[src/rtl/l2_lookup_sched.sv]
// L2 tag lookup scheduler: arbitrates CPU vs forwarded lookups onto one datapath.
// Optional CPU fairness (starvation counter) when L2_LOOKUP_FAIR_EN is defined.
module l2_lookup_sched #(
    parameter int WAYS       = 8,
    parameter int STARVE_MAX = 4,
    localparam int WW        = $clog2(WAYS)
) (
    input  logic          clk,
    input  logic          rst,
    input  logic          cpu_req_valid,
    output logic          cpu_req_ready,
    input  logic          fwd_req_valid,
    output logic          fwd_req_ready,
    output logic          rd_arrays,
    output logic          lookup_en,
    output logic          lookup_mode,
    input  logic          tag_hit_in,
    input  logic [WW-1:0] way_hit_in,
    output logic          rsp_valid,
    input  logic          rsp_ready,
    output logic          rsp_fwd,
    output logic          rsp_hit,
    output logic [WW-1:0] rsp_way,
    output logic          busy
);

    typedef enum logic [2:0] {
        IDLE,
        READ,
        LOOK,
        CAPT,
        RESP
    } state_t;

    state_t state;
    logic   mode;
    logic   idle;
    logic   cpu_prio;
    logic   grant_fwd;
    logic   grant_cpu;

`ifdef L2_LOOKUP_FAIR_EN
    localparam logic [3:0] STARVE_LIM = 4'(STARVE_MAX);

    logic [3:0] starve;

    assign cpu_prio = cpu_req_valid && (starve == STARVE_LIM);

    always_ff @(posedge clk or negedge rst) begin
        if (!rst) begin
            starve <= 4'd0;
        end else if (grant_cpu) begin
            starve <= 4'd0;
        end else if (grant_fwd && cpu_req_valid
                     && starve != STARVE_LIM) begin
            starve <= starve + 4'd1;
        end
    end
`else
    assign cpu_prio = 1'b0;
`endif

    // Readies are combinational but forced low while reset is held.
    always_comb begin
        idle      = rst && (state == IDLE);
        grant_fwd = idle && fwd_req_valid && !cpu_prio;
        grant_cpu = idle && cpu_req_valid && !grant_fwd;
    end

    assign fwd_req_ready = grant_fwd;
    assign cpu_req_ready = grant_cpu;

    always_ff @(posedge clk or negedge rst) begin
        if (!rst) begin
            state       <= IDLE;
            mode        <= 1'b0;
            rd_arrays   <= 1'b0;
            lookup_en   <= 1'b0;
            lookup_mode <= 1'b0;
            rsp_valid   <= 1'b0;
            rsp_fwd     <= 1'b0;
            rsp_hit     <= 1'b0;
            rsp_way     <= '0;
            busy        <= 1'b0;
        end else begin
            unique case (state)
                IDLE: begin
                    if (grant_fwd || grant_cpu) begin
                        mode      <= grant_fwd;
                        rd_arrays <= 1'b1;
                        busy      <= 1'b1;
                        state     <= READ;
                    end
                end
                READ: begin
                    rd_arrays   <= 1'b0;
                    lookup_en   <= 1'b1;
                    lookup_mode <= mode;
                    state       <= LOOK;
                end
                LOOK: begin
                    lookup_en   <= 1'b0;
                    lookup_mode <= 1'b0;
                    state       <= CAPT;
                end
                CAPT: begin
                    rsp_hit   <= tag_hit_in;
                    rsp_way   <= way_hit_in;
                    rsp_fwd   <= mode;
                    rsp_valid <= 1'b1;
                    state     <= RESP;
                end
                RESP: begin
                    if (rsp_ready) begin
                        rsp_valid <= 1'b0;
                        busy      <= 1'b0;
                        state     <= IDLE;
                    end
                end
                default: begin
                    state <= IDLE;
                end
            endcase
        end
    end

endmodule

[config.mk]
export PLATFORM = sky130hd
export DESIGN_NAME = l2_lookup_sched
export DESIGN_NICKNAME = d
export VERILOG_FILES = /design/src/rtl/l2_lookup_sched.sv
export SDC_FILE = /design/constraint.sdc
export NUM_CORES = 1
export LEC_CHECK = 0
export BUFFER_PORTS_ARGS = -buffer_cell sky130_fd_sc_hd__buf_2
export CAP_MARGIN = 20
export CORE_MARGIN = 2
export CORE_UTILIZATION = 47
export CTS_CLUSTER_DIAMETER = 120
export CTS_CLUSTER_SIZE = 40
export DETAILED_ROUTE_END_ITERATION = 16
export PLACE_DENSITY = 0.75
export SLEW_MARGIN = 20
export SYNTH_ARGS = -nofsm -noshare
export SYNTH_HDL_FRONTEND = slang
export SYNTH_SLANG_ARGS = --single-unit
[constraint.sdc]
create_clock -name clk -period 1.5 [get_ports clk]
set_input_delay 0.225 -clock clk [delete_from_list [all_inputs] [get_ports clk]]
set_output_delay 0.225 -clock clk [all_outputs]
set_load 0.03 [all_outputs]
# Word-level counts from Yosys, hierarchy flattened
# Cells that the tools add are included.
# word_totals
ff_bits	14
out_inout_bits	12
# op_classes
eq_ne	6
muxes	10
reduce_logical	16
# op_table
operator	n
$pmux W3 S5	1
$pmux W1 S2	5
$reduce_and A2 Y1	4
$reduce_bool A2 Y1	4
$eq A3 B2 Y1 const B	2
$mux W3	2
$logic_and A1 B1 Y1	4
$eq A3 B1 Y1 const B	1
$eq A3 B3 Y1 const B	1
$logic_not A3 Y1	1
$reduce_and A3 Y1	1
$mux W1	2
$ne A2 B1 Y1 const B	1
$ne A2 B2 Y1 const B	1
$logic_not A1 Y1	1
$logic_or A1 B1 Y1	1

# Logic depth before layout (Yosys ltp)
# logic_depth
ltp_word	8
depth_mapped	4
depth_no_buf	3

# Least setup slack after synthesis
# OpenSTA, ideal clock, no wires.
# synth_path
kind	register to output
from	register state[0]
to	output port cpu_req_ready
t_arrival_ns	1.279
setup_slack_ns	-0.004
path_stages_with_launch	5
n_path_buf	1
cell_sequence	dfrtp_1 -> buf_6 -> nor4b_4 -> nand2_1 -> nor2_1
# synth_via
elab_chain_len	5
elab_cells_between_ends	6
# synth_lines
item	line_no	rtl
from (decl)	35	state_t state;
from (signal assigned)	75	state <= IDLE;
from (signal assigned)	92	state <= READ;
from (signal assigned)	99	state <= LOOK;
$logic_not A3 Y1 *	65	idle = rst && (state == IDLE);
$logic_and A1 B1 Y1 *	65	
$logic_and A1 B1 Y1	66	grant_fwd = idle && fwd_req_valid && !cpu_prio;
$logic_not A1 Y1	67	grant_cpu = idle && cpu_req_valid && !grant_fwd;
$logic_and A1 B1 Y1 *	67	
to (decl)	11	output logic cpu_req_ready,
# Every way passes the cells marked *; elsewhere a longest branch is shown, timed or not.

# Worst setup path in the final report
# Same ends and word-level chain as after synthesis.

==> run_results.csv <==
group,metric,value,unit
yosys,synthesis.instances,53,
finish,synthToLayoutAreaGrowth,30.0,%
clock_network,worst_skew_pair.late_latency,0.29,ns
clock_network,clockBufferDepth,2,
grt,grt_util_met3,3.26,%
clock_network,cts_inserted_buffers,3,
floorplanning,floorplan.rows,13,
detailed_routing,vias_per_cell,5.11,
grt,grt_busiest_layer,"met2",
floorplanning,effective_utilization_at_floorplan,50.0,%
grt,global_route.usage.met1,20.9,%
timing,rsz0062_at_grt,"true",
power_and_ir_drop,cellPowerDensity,2430,nW/um2
clock_network,tritoncts_num_sinks,14,
setup_path,timing.critical_path.fanout_max,3,
floorplanning,core_region_area,1300,um2
timing,timing.final.ws_setup,-0.129,ns
power_and_ir_drop,irDropWorstVdd,1.22,mV
clock_network,cts_tree,"yes",
detailed_routing,detailedRoute.firstPassIterationCount,4,
grt,grt_remaining_overflow,0,
placement,place.port_buffers,20,
setup_path,critPathSlowestCell,"sky130_fd_sc_hd__dfrtp_1",
grt,grt_start_max_net_pins,15,
floorplanning,floorplan.die_area,1700,um2
finish,nFillCells,98,
placement,gp_congestion,0.811,
yosys,ys.warnings.count,0,
timing,fin_worst_hold_slack,0.165,ns
floorplanning,io_pins,21,
setup_path,reg2reg_depth,4,
setup_path,critical_path.cell_chain,"nor4b_4 > nand2_1 > nor2_2 > buf_6",
clock_network,clk_pin_slew_worst_paths,0.09,ns
clock_network,h-tree-depth,1,
floorplanning,die_y,41.2,um
job,maxCapViolations,0,
timing,max_freq,614,MHz
yosys,synth.avg_cell_area,12.3,um2
yosys,yosysSeqAreaShare,53.8,%
worst_hold_path,cell_count_of_the_worst_hold_path,2,
timing,timing.clock.skew,0.00830,ns
status,failed_checks,"setup timing",
setup_path,setup.worst_path.start_class,"flip-flop",
timing,layout_min_cycle_time,1.63,ns
finish,post-route-util,65.0,%
timing,tightestPinTransition,0.242,ns
setup_path,timing.critical_path.to_type,"output port",
setup_path,worst-endpoint-required,1.27,ns
power_and_ir_drop,overall_power_after_layout,2.05,mW
timing,report.final.hold_viol_count,0,
finish,fin_area,846,um2
detailed_routing,routedWlPerCell,13.1,um
detailed_routing,initialDrtViolationCount,7,
finish,drive_above_1_share,51.9,%
clock_network,clock-root-buffer,"sky130_fd_sc_hd__clkbuf_4",
yosys,postSynthRegisterBits,14,
grt,groute.usage.overall,17.3,%
setup_path,worstPathArrival,1.40,ns
power_and_ir_drop,leakage,0.439,nW
detailed_routing,antenna_left,0,
timing,slew_headroom,83.8,%
placement,placed_cell_area,782,um2
yosys,post_synth_num_cell_types,21,
timing,finalSetupViolCount,2,
setup_path,critPathMaxStageDelay,0.41,ns
timing,final_max_slew_viol_count,0,
grt,grt_pass1_vias,441,
yosys,mappedNetlistNets,62,
finish,antenna_cells_inserted,0,
grt,grt_first_pass_wirelength,1.85,mm
finish,fin_nets,91,
floorplanning,chipWidth,41.2,um
grt,grt.met2_usage,29.7,%
setup_path,critPathKind,"flip-flop to output port",
worst_hold_path,holdCritPathClass,"input pin to flip-flop",
detailed_routing,vias,491,
status,outcome,"finished with violations",
detailed_routing,route.final.wire_length,1.26,mm
placement,hpwl,903,um
grt,number_of_antenna_violations_at_the_first_check_in_global_routing,0,
detailed_routing,route.detailed.drc,0,
yosys,synth.cell_area,651,um2
timing,timing.final.crit_share,109,%
where the power goes:
group,internal (mW),total [mW],switching [mW]
Clock,0.148,0.281,0.133
Sequential,0.561,0.681,0.121
Combinational,0.479,1.09,0.613
state kept, by name (all words and copies together) (netlist names):
signal       flops
state            3
rd_arrays        1
rsp_valid        1
lookup_en        1
rsp_fwd          1
lookup_mode      1
mode             1
rsp_hit          1
rsp_way          3
busy             1
what timing repair did:
item,CTS,global route
pin swaps,1,0
resized for setup,4,0
hold buffers,1,0
endpoints found under the setup margin,2,2
buffers inserted,0,1
endpoints found under the hold margin,14,0
cells in the mapped netlist:
library cell | count | area, um2
sky130_fd_sc_hd__mux2_4 | 5 | 75.1
sky130_fd_sc_hd__a21oi_1 | 1 | 5.00
sky130_fd_sc_hd__dfrtp_1 | 14 | 350
sky130_fd_sc_hd__nand2_4 | 1 | 11.3
sky130_fd_sc_hd__nor2_1 | 6 | 22.5
sky130_fd_sc_hd__a21o_1 | 3 | 22.5
sky130_fd_sc_hd__or3_1 | 1 | 6.26
sky130_fd_sc_hd__a22oi_1 | 1 | 7.51
sky130_fd_sc_hd__nor2b_4 | 1 | 13.8
sky130_fd_sc_hd__nand3_1 | 1 | 5.00
sky130_fd_sc_hd__o21a_2 | 1 | 8.76
sky130_fd_sc_hd__and2_1 | 1 | 6.26
sky130_fd_sc_hd__o21a_1 | 1 | 7.51
sky130_fd_sc_hd__o21ai_0 | 6 | 30.0
sky130_fd_sc_hd__buf_2 | 1 | 5.00
sky130_fd_sc_hd__buf_6 | 2 | 22.5
sky130_fd_sc_hd__nand2_1 | 3 | 11.3
sky130_fd_sc_hd__inv_2 | 1 | 3.75
sky130_fd_sc_hd__xnor2_1 | 1 | 8.76
sky130_fd_sc_hd__inv_1 | 1 | 3.75
sky130_fd_sc_hd__nor4b_4 | 1 | 23.8
per-stage QoR:
step	cells	TNS (ns)	setup slack, ns
6_report	96	-0.245	-0.129
5_1_grt	96	-0.332	-0.175
4_1_cts	95	-0.195	-0.105
3_5_place_dp	90	0	0.185
3_3_place_gp	90	0	0.201
2_1_floorplan	53	0	0.118
critical path, delay by kind of cell, from the launching register on:
family / cells / cell delay [ns]
simple gates: 3 / 0.57
flops: 1 / 0.41
buf+inv: 1 / 0.14
path summary, 6_finish.rpt:
kind	start	to	slack, ns
max in group asynchronous	rst	state[2]	0.90
min in group asynchronous	rst	rsp_way[0]	0.42
max reg2reg	state[2]	rsp_way[2]	0.21
max	state[0]	cpu_req_ready	-0.13
min	way_hit_in[1]	rsp_way[1]	0.17
min reg2reg	rd_arrays	rd_arrays	0.49
layout by cell type, fill, tap and decap left out:
master                          count
sky130_fd_sc_hd__o21a_2             1
sky130_fd_sc_hd__dfrtp_2            1
sky130_fd_sc_hd__a21oi_1            1
sky130_fd_sc_hd__nor4b_4            1
sky130_fd_sc_hd__clkbuf_8           1
sky130_fd_sc_hd__a22oi_1            1
sky130_fd_sc_hd__nor2b_4            1
sky130_fd_sc_hd__buf_2             18
sky130_fd_sc_hd__buf_6              1
sky130_fd_sc_hd__mux2_4             5
sky130_fd_sc_hd__dlygate4sd3_1      1
sky130_fd_sc_hd__nand2_1            3
sky130_fd_sc_hd__nor2_1             5
sky130_fd_sc_hd__nand2_4            1
sky130_fd_sc_hd__inv_2              1
sky130_fd_sc_hd__dfrtp_1           13
sky130_fd_sc_hd__o21ai_0            6
sky130_fd_sc_hd__nor2_2             1
sky130_fd_sc_hd__o21a_1             1
sky130_fd_sc_hd__a21o_1             3
sky130_fd_sc_hd__xnor2_1            1
sky130_fd_sc_hd__inv_1              1
sky130_fd_sc_hd__clkbuf_4           3
sky130_fd_sc_hd__nand3_1            1
sky130_fd_sc_hd__and2_1             1
sky130_fd_sc_hd__or3_1              1
sky130_fd_sc_hd__buf_4              7
logic make-up after synthesis:
logic type | Yosys count | synth area share, %
buffers and inverters | 5 | 5.38
DFF | 14 | 53.8
and+or+nand+nor | 15 | 15.4
xor gates and xnor gates | 1 | 1.35
muxes | 5 | 11.5
AOI/OAI and AO/OA | 13 | 12.5
cell type report:
cell class / instances / area, um2 / area share, %
timing repair buffer: 27 / 164 / 19.4
tap: 15 / 18.8 / 2.22
inverter: 2 / 7.51 / 0.888
clock buffer: 4 / 36.3 / 4.29
multi-input combinational: 34 / 268 / 31.7
sequential: 14 / 352 / 41.6
routing by layer:
layer | wire [um] | vias to the layer above | part of all wire (%)
li1 | - | 240 | -
met1 | 562 | 229 | 45
met2 | 604 | 20 | 48
met3 | 73 | 2 | 5.8
met4 | 21 | 0 | 1.7
met5 | 0 | - | 0
Power figures use the tool's default switching activity.
